File: config.mk
export PLATFORM = sky130hd
export DESIGN_NAME = fp_special_dispatch
export DESIGN_NICKNAME = d
export VERILOG_FILES = /design/src/rtl/fp_pkg.sv /design/src/rtl/fp_classify.sv /design/src/rtl/fp_special_dispatch.sv
export SDC_FILE = /design/constraint.sdc
export NUM_CORES = 1
export LEC_CHECK = 0
export CORE_MARGIN = 2
export CORE_UTILIZATION = 46
export DETAILED_ROUTE_END_ITERATION = 7
export PLACE_DENSITY = 0.82
export REMOVE_ABC_BUFFERS = 1
export SLEW_MARGIN = 40
export SYNTH_ARGS = -nofsm -noshare
export SYNTH_HDL_FRONTEND = slang
export SYNTH_SLANG_ARGS = --single-unit
File: constraint.sdc
create_clock -name clk -period 2.66 [get_ports clk]
set_input_delay 0.665 -clock clk [delete_from_list [all_inputs] [get_ports clk]]
set_output_delay 0.665 -clock clk [all_outputs]
set_load 0.01 [all_outputs]
File: src/rtl/fp_pkg.sv
// Shared definitions for the FP special-number dispatcher: class codes,
// opcodes, controller states and the special-case resolver.
package fp_pkg;

    typedef logic [2:0] fp_class_t;

    localparam fp_class_t CLS_ZERO = 3'b000;
    localparam fp_class_t CLS_NORM = 3'b001;
    localparam fp_class_t CLS_INFP = 3'b010;
    localparam fp_class_t CLS_INFN = 3'b011;
    localparam fp_class_t CLS_NAN  = 3'b100;

    localparam logic [31:0] FP_QNAN = 32'h7FC0_0000;

    localparam logic OP_ADD = 1'b0;
    localparam logic OP_MUL = 1'b1;

    typedef enum logic [2:0] {
        S_IDLE,
        S_CLASSIFY,
        S_ISSUE,
        S_WAIT,
        S_RESP
    } state_t;

    typedef struct packed {
        logic        special;
        logic [31:0] result;
    } resolve_t;

    // special=0 means the pair must go to the arithmetic core
    function automatic resolve_t fp_resolve(
        input logic        op,
        input logic [31:0] a,
        input logic [31:0] b,
        input fp_class_t   ca,
        input fp_class_t   cb
    );
        resolve_t r;
        logic a_nan, b_nan, a_inf, b_inf, a_zero, b_zero, s;
        r.special = 1'b1;
        r.result  = FP_QNAN;
        a_nan  = (ca == CLS_NAN);
        b_nan  = (cb == CLS_NAN);
        a_inf  = (ca == CLS_INFP) || (ca == CLS_INFN);
        b_inf  = (cb == CLS_INFP) || (cb == CLS_INFN);
        a_zero = (ca == CLS_ZERO);
        b_zero = (cb == CLS_ZERO);
        s      = a[31] ^ b[31];
        if (a_nan || b_nan) begin
            r.result = FP_QNAN;
        end else if (op == OP_ADD) begin
            if (a_inf && b_inf && (ca != cb))
                r.result = FP_QNAN;
            else if (a_inf)
                r.result = a;
            else if (b_inf)
                r.result = b;
            else if (a_zero && b_zero)
                r.result = {a[31] & b[31], 31'd0};
            else if (a_zero)
                r.result = b;
            else if (b_zero)
                r.result = a;
            else
                r.special = 1'b0;
        end else begin
            if ((a_inf && b_zero) || (b_inf && a_zero))
                r.result = FP_QNAN;
            else if (a_inf || b_inf)
                r.result = {s, 8'hFF, 23'd0};
            else if (a_zero || b_zero)
                r.result = {s, 31'd0};
            else
                r.special = 1'b0;
        end
        return r;
    endfunction

endpackage

File: src/rtl/fp_classify.sv
// Combinational special-number classifier for one IEEE-754 single.
// Denormals are not supported and fold into the NaN class.
module fp_classify
    import fp_pkg::*;
(
    input  logic [31:0] value,
    output fp_class_t   cls
);

    logic [7:0]  exp_f;
    logic [22:0] man;
    logic        man_nz;

    assign exp_f  = value[30:23];
    assign man    = value[22:0];
    assign man_nz = |man;

    always_comb begin
        cls = CLS_NORM;
        unique case (1'b1)
            (exp_f == 8'h00) && !man_nz: cls = CLS_ZERO;
            (exp_f == 8'h00) && man_nz:  cls = CLS_NAN;
            (exp_f == 8'hFF) && man_nz:  cls = CLS_NAN;
            (exp_f == 8'hFF) && !man_nz: cls = value[31] ? CLS_INFN : CLS_INFP;
            default:                     cls = CLS_NORM;
        endcase
    end

endmodule

File: src/rtl/fp_special_dispatch.sv
// Sequencer in front of the multi-cycle FP core: resolves special operands
// locally, issues normal pairs to the core and guards it with a watchdog.
module fp_special_dispatch
    import fp_pkg::*;
#(
    parameter int unsigned TIMEOUT = 64
) (
    input  logic        clk,
    input  logic        rst_n,
    input  logic        in_valid,
    output logic        in_ready,
    input  logic [31:0] in_a,
    input  logic [31:0] in_b,
    input  logic        in_op,
    output logic        core_req,
    input  logic        core_ready,
    output logic [31:0] core_a,
    output logic [31:0] core_b,
    output logic        core_op,
    input  logic        core_done,
    input  logic [31:0] core_result,
    output logic        out_valid,
    input  logic        out_ready,
    output logic [31:0] out_result,
    output logic        out_special,
    output logic        out_timeout
);

    state_t      state, state_n;
    fp_class_t   cls_a_c, cls_b_c;
    fp_class_t   cls_a, cls_b;
    logic [15:0] cnt;
    logic        expired;
    resolve_t    res;

    fp_classify u_cls_a (.value(in_a), .cls(cls_a_c));
    fp_classify u_cls_b (.value(in_b), .cls(cls_b_c));

    assign expired = (cnt == 16'(TIMEOUT - 1));

    always_comb begin
        res = fp_resolve(core_op, core_a, core_b, cls_a, cls_b);
    end

    always_comb begin
        state_n = state;
        unique case (state)
            S_IDLE:     if (in_valid) state_n = S_CLASSIFY;
            S_CLASSIFY: state_n = res.special ? S_RESP : S_ISSUE;
            S_ISSUE:    if (core_ready) state_n = S_WAIT;
            S_WAIT:     if (core_done || expired) state_n = S_RESP;
            S_RESP:     if (out_ready) state_n = S_IDLE;
            default:    state_n = S_IDLE;
        endcase
    end

    assign in_ready  = (state == S_IDLE);
    assign core_req  = (state == S_ISSUE);
    assign out_valid = (state == S_RESP);

    always_ff @(posedge clk or negedge rst_n) begin
        if (!rst_n) begin
            state       <= S_IDLE;
            core_a      <= '0;
            core_b      <= '0;
            core_op     <= OP_ADD;
            cls_a       <= CLS_ZERO;
            cls_b       <= CLS_ZERO;
            cnt         <= '0;
            out_result  <= '0;
            out_special <= 1'b0;
            out_timeout <= 1'b0;
        end else begin
            state <= state_n;
            unique case (state)
                S_IDLE: if (in_valid) begin
                    core_a  <= in_a;
                    core_b  <= in_b;
                    core_op <= in_op;
                    cls_a   <= cls_a_c;
                    cls_b   <= cls_b_c;
                end
                S_CLASSIFY: if (res.special) begin
                    out_result  <= res.result;
                    out_special <= 1'b1;
                end
                S_ISSUE: if (core_ready) cnt <= '0;
                // a completion on the expiry cycle still counts as success
                S_WAIT: begin
                    if (core_done) begin
                        out_result <= core_result;
                    end else if (expired) begin
                        out_result  <= FP_QNAN;
                        out_timeout <= 1'b1;
                    end else begin
                        cnt <= cnt + 16'd1;
                    end
                end
                S_RESP: if (out_ready) begin
                    out_special <= 1'b0;
                    out_timeout <= 1'b0;
                end
                default: ;
            endcase
        end
    end

endmodule

**Yosys cells after proc, flatten, opt, wreduce, memory -nomap -nowiden**

Cells that the tools add are included.
Widths: inputs -> output; s select.

- Register bits after elaboration: 124
- Input port bits: 103
- Output and inout port bits: 102
- Word-level logic and storage cells: 122

- Add/sub/neg operators: 1
- Equality and inequality tests: 23
- Mux-type cells: 45
- Bitwise operators: 2
- Reduce and logical (&&, ||, !) cells: 41

Operators by type and width:

| operator | count |
|---|---|
| $mux 32 | 13 |
| $pmux 32 s2 | 1 |
| $mux 16 | 3 |
| $reduce_or 23->1 | 2 |
| $mux 33 | 1 |
| $pmux 16 s2 | 1 |
| $eq 3x2->1 const B | 6 |
| $pmux 3 s3 | 2 |
| $add 16x1->16 const B | 1 |
| $eq 16x6->1 const B | 1 |
| $eq 8x8->1 const B | 2 |
| $logic_not 8->1 | 2 |
| $mux 1 | 16 |
| $mux 3 | 5 |
| $pmux 3 s5 | 1 |
| $logic_and 1x1->1 | 13 |
| $ne 2x2->1 const B | 6 |
| $reduce_and 4->1 | 3 |
| $eq 3x3->1 const B | 3 |
| $logic_not 3->1 | 3 |
| $reduce_bool 2->1 | 4 |
| $logic_or 1x1->1 | 7 |
| $reduce_and 3->1 | 2 |
| $ne 2x1->1 const B | 2 |
| other kinds (9) | 12 |

**Depth between registers and ports, before layout**

- Word-level depth: 11
- Gate-level depth with buffers: 9
- Gate-level depth less buffers: 6

**Cells and area by module**

A second synthesis with hierarchy kept.

- Cell total of the unflattened synthesis: 579
- Area, all modules: 6299.8 um^2

By module, submodules not included:

| module | times used | cells an instance | area each (um^2) | sequential area each (um^2) |
|---|---|---|---|---|
| fp_special_dispatch | 1 | 541 | 6054.6 | 3103.0 |
| fp_classify | 2 | 19 | 122.6 | 0.0 |

**Least setup slack after synthesis**

Ideal clock, no wire load.

- Path kind: register -> register
- From: register cnt[0]
- To: register out_result[10]
- Library setup time: 0.127 ns
- Data arrival time: 2.047 ns
- Required time: 2.533 ns
- Slack: 0.486 ns
- Cell stages (with the launch flop): 9
- Path buffers: 2
- Clock period less this slack: 2.174 ns
- Cells stage by stage: dfrtp_1 -> ha_1 -> nand3_1 -> or2_0 -> clkbuf_1 -> o21a_1 -> nor3_4 -> buf_6 -> mux2_1

- Word-level cells in the longest chain between the ends: 3

Ends and longest elaborated chain:

| element | line | text |
|---|---|---|
| start, declared | fp_special_dispatch.sv:32 | `logic [15:0] cnt;` |
| start signal, assigned | fp_special_dispatch.sv:96 | `cnt <= cnt + 16'd1;` |
| $eq 16x6->1 | fp_special_dispatch.sv:39 | `assign expired = (cnt == 16'(TIMEOUT - 1));` |
| $ne 3x3->1 (no source line) | n/a |  |
| $reduce_and 3->1 (no source line) | n/a |  |
| end signal, assigned | fp_special_dispatch.sv:84 | `out_result <= res.result;` |
| end signal, assigned | fp_special_dispatch.sv:91 | `out_result <= core_result;` |
| end, declared | fp_special_dispatch.sv:24 | `output logic [31:0] out_result,` |

Every way passes these cells.
A chain may end at the register's enable or synchronous reset.

**Worst setup path in the final report**

- From: register state[0]
- To: output port out_valid

- Word-level cells in the longest chain between the ends: 1

Ends and longest elaborated chain:

| element | line | text |
|---|---|---|
| start, declared | fp_special_dispatch.sv:29 | `state_t state, state_n;` |
| start signal, assigned | fp_special_dispatch.sv:74 | `state <= state_n;` |
| $eq 3x3->1 | fp_special_dispatch.sv:59 | `assign out_valid = (state == S_RESP);` |
| end, declared | fp_special_dispatch.sv:22 | `output logic out_valid,` |

Every way passes these cells.

==> flow_summary.toml <==
[status]
status = "completed"

[logic_synthesis]
synth_area_mm2 = 0.00609
yosysSeqAreaShare_pct = 50.9
ys_warn_count = 0
synth_top_flop_cell = "dfrtp_1"
ys_types = 52
ys_ff_latch = 124
avgSynthCellArea_um2 = 8.79
netlist_instances = 693
synth-edff-count = 0
async_reset_ff_share_pct = 100

[clocking]
h-tree-depth = 4
post_cts_buffers = 0
holdBufCountCts = 0
numCtsBuffers = 17
clk_path_buf_depth = 2
cts_num_sinks = 124
cts_tree = "done"
insertion_delay_ns = 0.42
ctsResizeCount = 1
clk_pin_slew_ns = 0.06
root_buffer = "clkbuf_16"

[worst_setup_path]
reg2reg_slack_ns = 0.37
rr_worst_depth = 7
crit_type = "flip-flop to output port"
slowest_stage = "clkdlybuf4s50_1"
cpPeakStageDelay_ns = 0.56
crit_chain = "inv_1, and3_1, clkdlybuf4s50_1"
endpoint = "out_valid"
start_kind = "flip-flop"
reg2reg_from = "cnt[0]$_DFFE_PN0P_"
critical_path_arrival_ns = 1.86
crit_start = "state[0]$_DFFE_PN0P_"
r2r_end = "out_result[2]$_DFFE_PN0P_"
critPathRequiredTime_ns = 2.00
path_max_fanout = 10
worst_setup_path_end_kind = "output port"

[routing]
routed_wl_um = 18300
drt_iter0_drc = 553
highest_layer = "met4"
ant_nets = 0
drc = 0
met1Wirelength_um = 7930
wl_per_cell_um = 17.0
dr.pass1.iters = 7
vias = 5798
met2_wirelength_um = 8840
route.met3.wl_um = 976
via_per_inst = 5.37

[finish]
drive_gt1_share_pct = 6.98
utilization_pct = 68.7
stdcell_area_mm2 = 0.00899
area_growth_pct = 47.5
finalNonFillerCells = 1079
fillers = 1007
regArea_mm2 = 0.00310
multi_input_area_mm2 = 0.00277
layout.nets = 995
num_antenna_cells = 0

[global_route]
grt_pass1_wl_um = 29600
antenna_found_initial = 0
grt_max_degree = 125
overflow = 0
grt_pass1_vias = 5743
grt_use_total_pct = 26.8

[timing]
skew_ns = 0.00972
worst_slew_pin_slew_ns = 0.710
rsz0062_at_grt = "false"
fmax_mhz = 396
setup_viol = 0
period_minus_slack_ns = 2.52
fin_crit_sh_pct = 94.8
hold_violations = 0
fin_setup_tns_ns = 0
hold_slack_ns = 0.293
max_slew_margin_pct = 52.7
maxSlewViolCount = 0
layout_setup_ws_ns = 0.138

[place]
dpl.hpwl_um = 12900
placement.setup.worst_slack_ns = 0.0965
placed_area_mm2 = 0.00835
io_buffers = 204
gp_congestion = 0.897
dp_cells = 1047

[job]
cap_violations = 0

[floorplan]
core_mm2 = 0.0131
initial_core_util_pct = 46.6
rows = 42
die_h_um = 119
dieArea_mm2 = 0.0142
die_x_um = 119
ios = 205

[power]
leakage_nw = 4.03
power_mw = 10.5
ir_drop_v = 0.000683
p_per_area_mw_per_mm2 = 1170

[hold_path]
hp-class = "input port to async pin"
-- flip-flops by register name (all words and copies together) (netlist names) --
name / count
cls_a: 3
cls_b: 3
cnt: 16
core_a: 32
core_b: 32
core_op: 1
out_result: 32
out_special: 1
out_timeout: 1
state: 3
-- Yosys cell counts (4+ instances only) --
cell type / count / share of area (%)
nand2_1: 249 / 15
dfrtp_1: 124 / 51
clkbuf_1: 31 / 1.9
o21ai_0: 27 / 2.2
nor2_1: 26 / 1.6
a22oi_1: 23 / 2.8
mux2_1: 19 / 3.5
a21oi_1: 18 / 1.5
nor4_1: 17 / 1.7
nand4_1: 14 / 1.4
xor2_1: 14 / 2.0
inv_1: 13 / 0.80
a211oi_1: 9 / 1.1
mux2i_1: 9 / 1.5
o22ai_1: 8 / 0.82
buf_2: 7 / 0.58
nand2b_1: 7 / 0.72
nand3_1: 6 / 0.49
nor3_1: 6 / 0.49
o211ai_1: 6 / 0.74
o31ai_1: 5 / 0.62
a31oi_1: 4 / 0.41
or3_1: 4 / 0.41
-- metal layers --
metal / vias to the layer above / track usage (%)
li1: 2781 / -
met1: 2769 / 35.0
met2: 207 / 43.3
met3: 41 / 5.60
met4: 0 / 11.4
met5: - / 0
-- report_power, final --
part,internal [mW],switching (mW)
combinational,2.36,2.33
clock,1.63,0.836
sequential,2.66,0.680
total,6.65,3.85
-- how the worst min path moves through the flow --
stage,start,to,depth (start not counted)
finish,rst_n,core_a[20]$_DFFE_PN0P_,2
global route,rst_n,core_a[20]$_DFFE_PN0P_,2
CTS,rst_n,core_a[20]$_DFFE_PN0P_,2
detailed placement,out_result[14]$_DFFE_PN0P_,out_result[14]$_DFFE_PN0P_,1
global placement,out_result[4]$_DFFE_PN0P_,out_result[4]$_DFFE_PN0P_,1
floorplan,rst_n,cls_a[0]$_DFFE_PN0P_,0
-- layout make-up --
type	instances	area share, %
clock buffer	20	5.19
clock inverter	12	1.87
inverter	13	0.543
multi-input combinational	512	30.8
sequential	124	34.5
tap	176	2.45
timing repair buffer	222	24.6
-- placed cells by master, fill, tap and decap left out, types with 2 or more instances in the layout --
| cell | count |
|---|---|
| nor4_1 | 17 |
| mux2i_1 | 9 |
| nand3_1 | 6 |
| a22oi_1 | 23 |
| mux2_2 | 3 |
| o31ai_1 | 5 |
| nor2_1 | 26 |
| clkbuf_16 | 17 |
| and4_1 | 2 |
| clkinv_2 | 5 |
| and2_1 | 2 |
| mux2_1 | 19 |
| o22a_1 | 2 |
| buf_4 | 16 |
| ha_1 | 2 |
| inv_1 | 13 |
| dfrtp_1 | 124 |
| o211ai_1 | 6 |
| buf_12 | 3 |
| a31oi_1 | 4 |
| o22ai_1 | 8 |
| nand4_1 | 14 |
| o21ai_0 | 27 |
| a211oi_1 | 8 |
| clkbuf_8 | 3 |
| and3_1 | 3 |
| xor2_1 | 14 |
| nand2_1 | 248 |
| or3_1 | 4 |
| a21oi_1 | 18 |
| clkdlybuf4s50_1 | 203 |
| clkinvlp_4 | 3 |
| a221oi_1 | 2 |
| nor2b_1 | 3 |
| bufinv_16 | 4 |
| nor3_1 | 5 |
| o21ai_1 | 3 |
| nand2b_1 | 7 |
-- cell families (layout without fill, tap and decap cells) --
logic type,Yosys count,count (layout),share of synthesized area (%)
AND/OR/NAND/NOR,348,348,24.6
flip-flops,124,124,50.9
AO/OA/AOI/OAI,117,117,12.5
buffers and inverters,57,267,3.96
multiplexers,31,31,5.55
XOR/XNOR,14,14,2.01
adder cells (fa/ha/maj),2,2,0.411
-- worst max-delay path: cells and delay by family, from the launching register on --
| kind | cells | cell delay [ns] |
|---|---|---|
| buffers and inverters | 2 | 0.70 |
| DFF | 1 | 0.48 |
| and+or+nand+nor | 1 | 0.26 |
Note: power is estimated with default switching activity, not from simulation.
